--- config.mk ---
export PLATFORM = sky130hd
export DESIGN_NAME = alu_share_arbiter
export DESIGN_NICKNAME = d
export VERILOG_FILES = /design/src/rtl/alu_share_arbiter.sv
export SDC_FILE = /design/constraint.sdc
export NUM_CORES = 1
export LEC_CHECK = 0
export CAP_MARGIN = 20
export CORE_MARGIN = 5
export CORE_UTILIZATION = 30
export CTS_BUF_LIST = sky130_fd_sc_hd__clkbuf_16
export CTS_CLUSTER_SIZE = 40
export DETAILED_ROUTE_END_ITERATION = 10
export GPL_TIMING_DRIVEN = 1
export PLACE_DENSITY = 0.65
export SYNTH_ARGS = -nofsm -noshare
export SYNTH_HDL_FRONTEND = slang
export SYNTH_SLANG_ARGS = --single-unit
--- constraint.sdc ---
create_clock -name clk -period 9.4 [get_ports clk]
set_clock_uncertainty 0.15 [all_clocks]
set_input_delay 0.94 -clock clk [delete_from_list [all_inputs] [get_ports clk]]
set_output_delay 0.94 -clock clk [all_outputs]
set_load 0.05 [all_outputs]
--- src/rtl/alu_share_arbiter.sv ---
// alu_share_arbiter: round-robin share of one combinational ALU between two valid/ready requesters (optional ALU_SHARE_OPCHECK_EN)
module alu_share_arbiter #(
  parameter int DATA_W = 32,
  parameter int CNT_W  = 16
) (
  input  logic              clk,
  input  logic              rst,
  input  logic              req0_valid,
  output logic              req0_ready,
  input  logic [DATA_W-1:0] req0_a,
  input  logic [DATA_W-1:0] req0_b,
  input  logic [3:0]        req0_op,
  input  logic              req0_mode,
  input  logic [4:0]        req0_shamt,
  input  logic              req1_valid,
  output logic              req1_ready,
  input  logic [DATA_W-1:0] req1_a,
  input  logic [DATA_W-1:0] req1_b,
  input  logic [3:0]        req1_op,
  input  logic              req1_mode,
  input  logic [4:0]        req1_shamt,
  output logic              rsp0_valid,
  input  logic              rsp0_ready,
  output logic              rsp1_valid,
  input  logic              rsp1_ready,
  output logic [DATA_W-1:0] rsp_result,
  output logic              rsp_ovf,
  output logic [DATA_W-1:0] alu_a,
  output logic [DATA_W-1:0] alu_b,
  output logic [3:0]        alu_op,
  output logic [1:0]        alu_mode,
  output logic [4:0]        alu_shamt,
  input  logic [DATA_W-1:0] alu_result,
  input  logic [1:0]        alu_overflow,
  output logic              busy,
  output logic [CNT_W-1:0]  ops_done
`ifdef ALU_SHARE_OPCHECK_EN
  ,
  output logic              rsp_err
`endif
);
  typedef enum logic [1:0] {IDLE, EXEC, RESP} state_t;
  state_t state, state_nx;
  logic last_grant, owner, acc, take, bad;
  logic unused;
  assign unused = alu_overflow[1];
  // state register
  always_ff @(posedge clk or posedge rst) begin
    if (rst) state <= IDLE;
    else state <= state_nx;
  end
  // grant, handshakes and next state
  always_comb begin
    req0_ready = state == IDLE && req0_valid && (!req1_valid || last_grant);
    req1_ready = state == IDLE && req1_valid && (!req0_valid || !last_grant);
    acc = req0_ready || req1_ready;
`ifdef ALU_SHARE_OPCHECK_EN
    bad = (req1_ready ? req1_op : req0_op) > 4'd8;
`else
    bad = 1'b0;
`endif
    take = state == RESP && (owner ? rsp1_ready : rsp0_ready);
    state_nx = state == IDLE ? (acc ? (bad ? RESP : EXEC) : IDLE) :
               state == EXEC ? RESP : (take ? IDLE : RESP);
    rsp0_valid = state == RESP && !owner;
    rsp1_valid = state == RESP && owner;
    busy = state != IDLE;
  end
  // operand capture, result capture and completion count
  always_ff @(posedge clk or posedge rst) begin
    if (rst) begin
      owner <= 1'b0;
      last_grant <= 1'b1;
      alu_a <= '0;
      alu_b <= '0;
      alu_op <= '0;
      alu_mode <= '0;
      alu_shamt <= '0;
      rsp_result <= '0;
      rsp_ovf <= 1'b0;
      ops_done <= '0;
`ifdef ALU_SHARE_OPCHECK_EN
      rsp_err <= 1'b0;
`endif
    end else begin
      if (acc) begin
        owner <= req1_ready;
        last_grant <= req1_ready;
        if (!bad) begin
          alu_a <= req1_ready ? req1_a : req0_a;
          alu_b <= req1_ready ? req1_b : req0_b;
          alu_op <= req1_ready ? req1_op : req0_op;
          alu_mode <= {1'b0, req1_ready ? req1_mode : req0_mode};
          alu_shamt <= req1_ready ? req1_shamt : req0_shamt;
        end
`ifdef ALU_SHARE_OPCHECK_EN
        rsp_err <= bad;
        if (bad) begin
          rsp_result <= '0;
          rsp_ovf <= 1'b0;
        end
`endif
      end
      if (state == EXEC) begin
        rsp_result <= alu_result;
        rsp_ovf <= alu_overflow[0];
      end
      if (take && ops_done != '1) ops_done <= ops_done + 1'b1;
    end
  end
endmodule

### Yosys cells after proc, flatten, opt, wreduce, memory -nomap -nowiden

Cells that the tools add are included.

| word-level totals | value |
|---|---|
| word-level logic and storage cells | 42 |
| input port bits | 188 |
| register bits after elaboration | 127 |
| output and inout port bits | 129 |

| operators by class | value |
|---|---|
| reduce and logical (&&, ||, !) cells | 17 |
| add/sub/neg operators | 1 |
| equality and inequality tests | 3 |
| multiplexer cells | 10 |

Operator list:

| operator | number |
|---|---|
| 32-bit two-way mux | 2 |
| 16-bit by 1-bit adder with 16-bit output (second input constant) | 1 |
| 16-bit != test (second input constant) | 1 |
| 1-bit logical AND | 8 |
| 2-bit two-way mux | 3 |
| 5-bit two-way mux | 1 |
| 1-bit logical NOT | 4 |
| 4-bit two-way mux | 1 |
| 1-bit logical OR | 3 |
| 1-bit two-way mux | 3 |
| 2-bit by 1-bit equality test with 1-bit output (second input constant) | 1 |
| 2-bit equality test (second input constant) | 1 |
| 2-bit logical NOT | 1 |
| 2-bit nonzero test | 1 |

### Logic depth before layout (Yosys ltp)

| logic depth | value |
|---|---|
| depth after elaboration | 6 |
| mapped depth | 7 |
| gate-level depth less buffers | 5 |

### Worst setup path after synthesis

No wires, ideal clock.

| timing path | value |
|---|---|
| kind | input to output |
| from | in req0_valid |
| to | out req1_ready |
| cell stages on the path | 5 |
| path buffers | 2 |
| arrival time | 1.827 ns |
| data required time | 8.310 ns |
| path slack | 6.483 ns |
| path through | nand2_1 nand3_1 buf_2 buf_2 inv_1 |

| between the ends | value |
|---|---|
| word-level cells in the longest chain between the ends | 3 |

RTL lines:

| what | RTL line | source |
|---|---|---|
| start: declaration | 8 | `input logic req0_valid,` |
| 1-bit logical NOT | 55 | `req1_ready = state == IDLE && req1_valid && (!req0_valid \|\| !last_grant);` |
| 1-bit logical OR | 55 |  |
| 1-bit logical AND | 55 |  |
| end: declaration | 16 | `output logic req1_ready,` |

No other way between the ends.

### Worst setup path after layout

Same ends and word-level chain as after synthesis.

==> impl_metrics.ini <==
[clocking]
post_cts_resized = 0
cts_buffers = 17
root_buffer = clkbuf_16
cts.clk_slew.worst_paths_ps = 50
cts_setup_buffers = 0
holdBufCountCts = 0
h-tree-depth = 4
insertion_delay_ps = 410
cts_tree = done
clock_path_buffers = 2
cts.sinks = 127

[sta]
period_needed_ps = 4029
maxSlewHeadroom_pct = 43.15
finalSetupTns_ps = 0
hold_viol_final = 0
setup_viol = 0
timing.final.crit_share_pct = 42.87
tightest_slew_ps = 852.7
whs_ps = 352.1
slew_violations = 0
max_freq_ghz = 0.2482
rsz0062_at_grt = no

[worst_hold_path]
worstHoldStart = last_grant
hold_path.class = flop to flop

[final_layout]
utilization_pct = 51.47
final_cell_mix = 314 x clkdlybuf4s50_1, 126 x dfrtp_1, 78 x nor2_1, 77 x a21oi_1, 75 x mux2i_1
drive_gt1_share_pct = 9.136
final_common_cell = clkdlybuf4s50_1
area_growth_pct = 70.12
antennaDiodeCount = 0
nNetsFinal = 987
stdcell_count = 1044

[global_routing]
grt_max_degree = 88
grt_pass1_vias = 5274
grt_pass1_wl_um = 28080
grt_overflow = 0
antenna_found_initial = 0
gr-usage-all-layers_pct = 16.31

[yosys]
syn_nets = 680
ys_types = 34
avgSynthCellArea_um2 = 11.41
yosysTopAreaCell = dfrtp_1
synth_seq_cells = 127
syn-cell-area_um2 = 5603
syn-instance-count = 491
async_reset_ff_share_pct = 100.0
synth_ff_type = dfrtp_1
seq_area_frac_synth_pct = 56.74
yosys_warnings = 0
synth_edf_count = 0
synthTopCellsByArea = dfrtp_1 56%, mux2i_1 13%, a21oi_1 6.9%
synth_top_area_share_pct = 56.28

[power_and_ir_drop]
finalPower_mw = 3.728
clkPwrFrac_pct = 17.3
p_switching_mw = 1.772
p_leak_nw = 4.246
power.density_nw_per_um2 = 391.1
p_int_mw = 1.957
ir_worst_vdd_uv = 221.4
comb_power_share_pct = 57.1
switching_share_pct = 47.52
seqPwrFrac_pct = 25.5

[detailed_routing]
drc_errors = 0
first_iter_violations = 147
drt_wl_total_um = 17580
vias = 4816
ant_nets = 0
drtPass1Iterations = 4
wl_per_cell_um = 16.84
vias_per_cell = 4.613

[critical_path]
slowest_stage = clkdlybuf4s50_1
r2r_cells = 5
arrival_ps = 2940
reg2reg_slack_ps = 6660
path_max_fanout = 26
worstSetupEndpointType = output pin
path_depth = 5
rr_startpoint = state[1]
critPathLaunchType = primary input
cp_num_buf_inv = 3
r2r-end = alu_b[1]
crit_start = req0_valid
cp_cell_sequence = clkdlybuf4s50_1, nand2_1, nand3_4, inv_1, clkdlybuf4s50_1
critical_path_class = primary input to output pin
crit_end = req1_ready
critical_path.max_stage_delay_ps = 830
required_ps = 8310
critPathTopFamily = buffers and inverters
cp_common_cell = clkdlybuf4s50_1

[flow_run]
cap_viol_max_count = 0

[die]
initial_core_util_pct = 30.26
die_h_um = 146.7
ios = 317
dieWidth_um = 146.7
core_area_um2 = 18520
row_count = 50
die_area_um2 = 21510

[run_status]
status = complete, no violations

[placed_design]
place_congestion = 0.7826
io_buffers = 314
hpwl_um = 13510
dp_cells = 1013
==> per-layer routing <==
layer / track usage, % / wire [µm] / up-vias
met1: 17.69 / 6542 / 2266
li1: - / - / 2322
met3: 7.325 / 1619 / 22
met4: 5.080 / 302 / 0
met5: 0 / 0 / -
met2: 28.53 / 9116 / 206
==> how the worst min path moves through the flow <==
stage / to / depth (start not counted)
after floorplan: last_grant / 2
after global placement: rsp_result[17] / 1
after detailed placement: rsp_result[28] / 1
after CTS: rsp_result[28] / 1
after global routing: rsp_result[28] / 1
final: last_grant / 2
==> power groups by stage <==
stage / clock, mW / sequential (mW) / combinational (mW)
2_1_floorplan: 0 / 1.79 / 0.554
3_3_place_gp: 0 / 0.946 / 2.12
3_5_place_dp: 0 / 0.962 / 2.15
4_1_cts: 0.662 / 0.956 / 2.16
5_1_grt: 0.687 / 0.987 / 2.25
6_report: 0.646 / 0.952 / 2.13
==> state kept, by name, indices dropped and copies added (netlist names) <==
register    flops
alu_mode        1
alu_a          32
alu_b          32
ops_done       16
alu_op          4
last_grant      1
state           2
rsp_result     32
owner           1
alu_shamt       5
rsp_ovf         1
==> metrics by stage <==
step | worst slack (ps) | area [µm²]
2_1_floorplan | 4927 | 5603
3_3_place_gp | 5353 | 8954
3_5_place_dp | 5348 | 8954
4_1_cts | 5334 | 9532
5_1_grt | 5257 | 9532
6_report | 5371 | 9532
==> cells by family (layout without fill, tap and decap cells) <==
| logic type | after synthesis | after routing | synth area share [%] |
|---|---|---|---|
| AND/OR/NAND/NOR | 119 | 119 | 10.00 |
| flip-flops | 127 | 127 | 56.74 |
| XOR/XNOR | 11 | 11 | 1.720 |
| buffers and inverters | 36 | 355 | 2.858 |
| multiplexers | 112 | 112 | 20.84 |
| other | 1 | 1 | 0.06693 |
| adder cells (fa/ha/maj) | 1 | 1 | 0.2233 |
| AO/OA/AOI/OAI | 84 | 84 | 7.548 |
==> tightest hold or removal path, cell delays in order (launching register included) <==
cell,delay (ps)
dfstp_2,370
nand2_1,50
o21ai_0,80
==> synth_stat cells (4+ instances only) <==
cell type / n
nand2b_1: 4
dfrtp_1: 126
nand3_1: 6
nor3_1: 5
inv_1: 6
a21oi_1: 77
mux2i_1: 75
clkbuf_1: 12
xor2_1: 8
nand2_1: 5
nand4_1: 6
and3_1: 4
mux2_2: 34
nor2_1: 78
buf_2: 17
==> cell type report <==
| cell class | instances | area, µm² |
|---|---|---|
| Tap cell | 234 | 292.8 |
| Timing Repair Buffer | 318 | 3173 |
| Inverter | 6 | 25.02 |
| Fill cell | 1668 | 8986 |
| Sequential cell | 127 | 3179 |
| Multi-Input combinational cell | 328 | 2283 |
| Clock inverter | 14 | 152.6 |
| Clock buffer | 17 | 425.4 |
(Power assumes the default switching activity.)
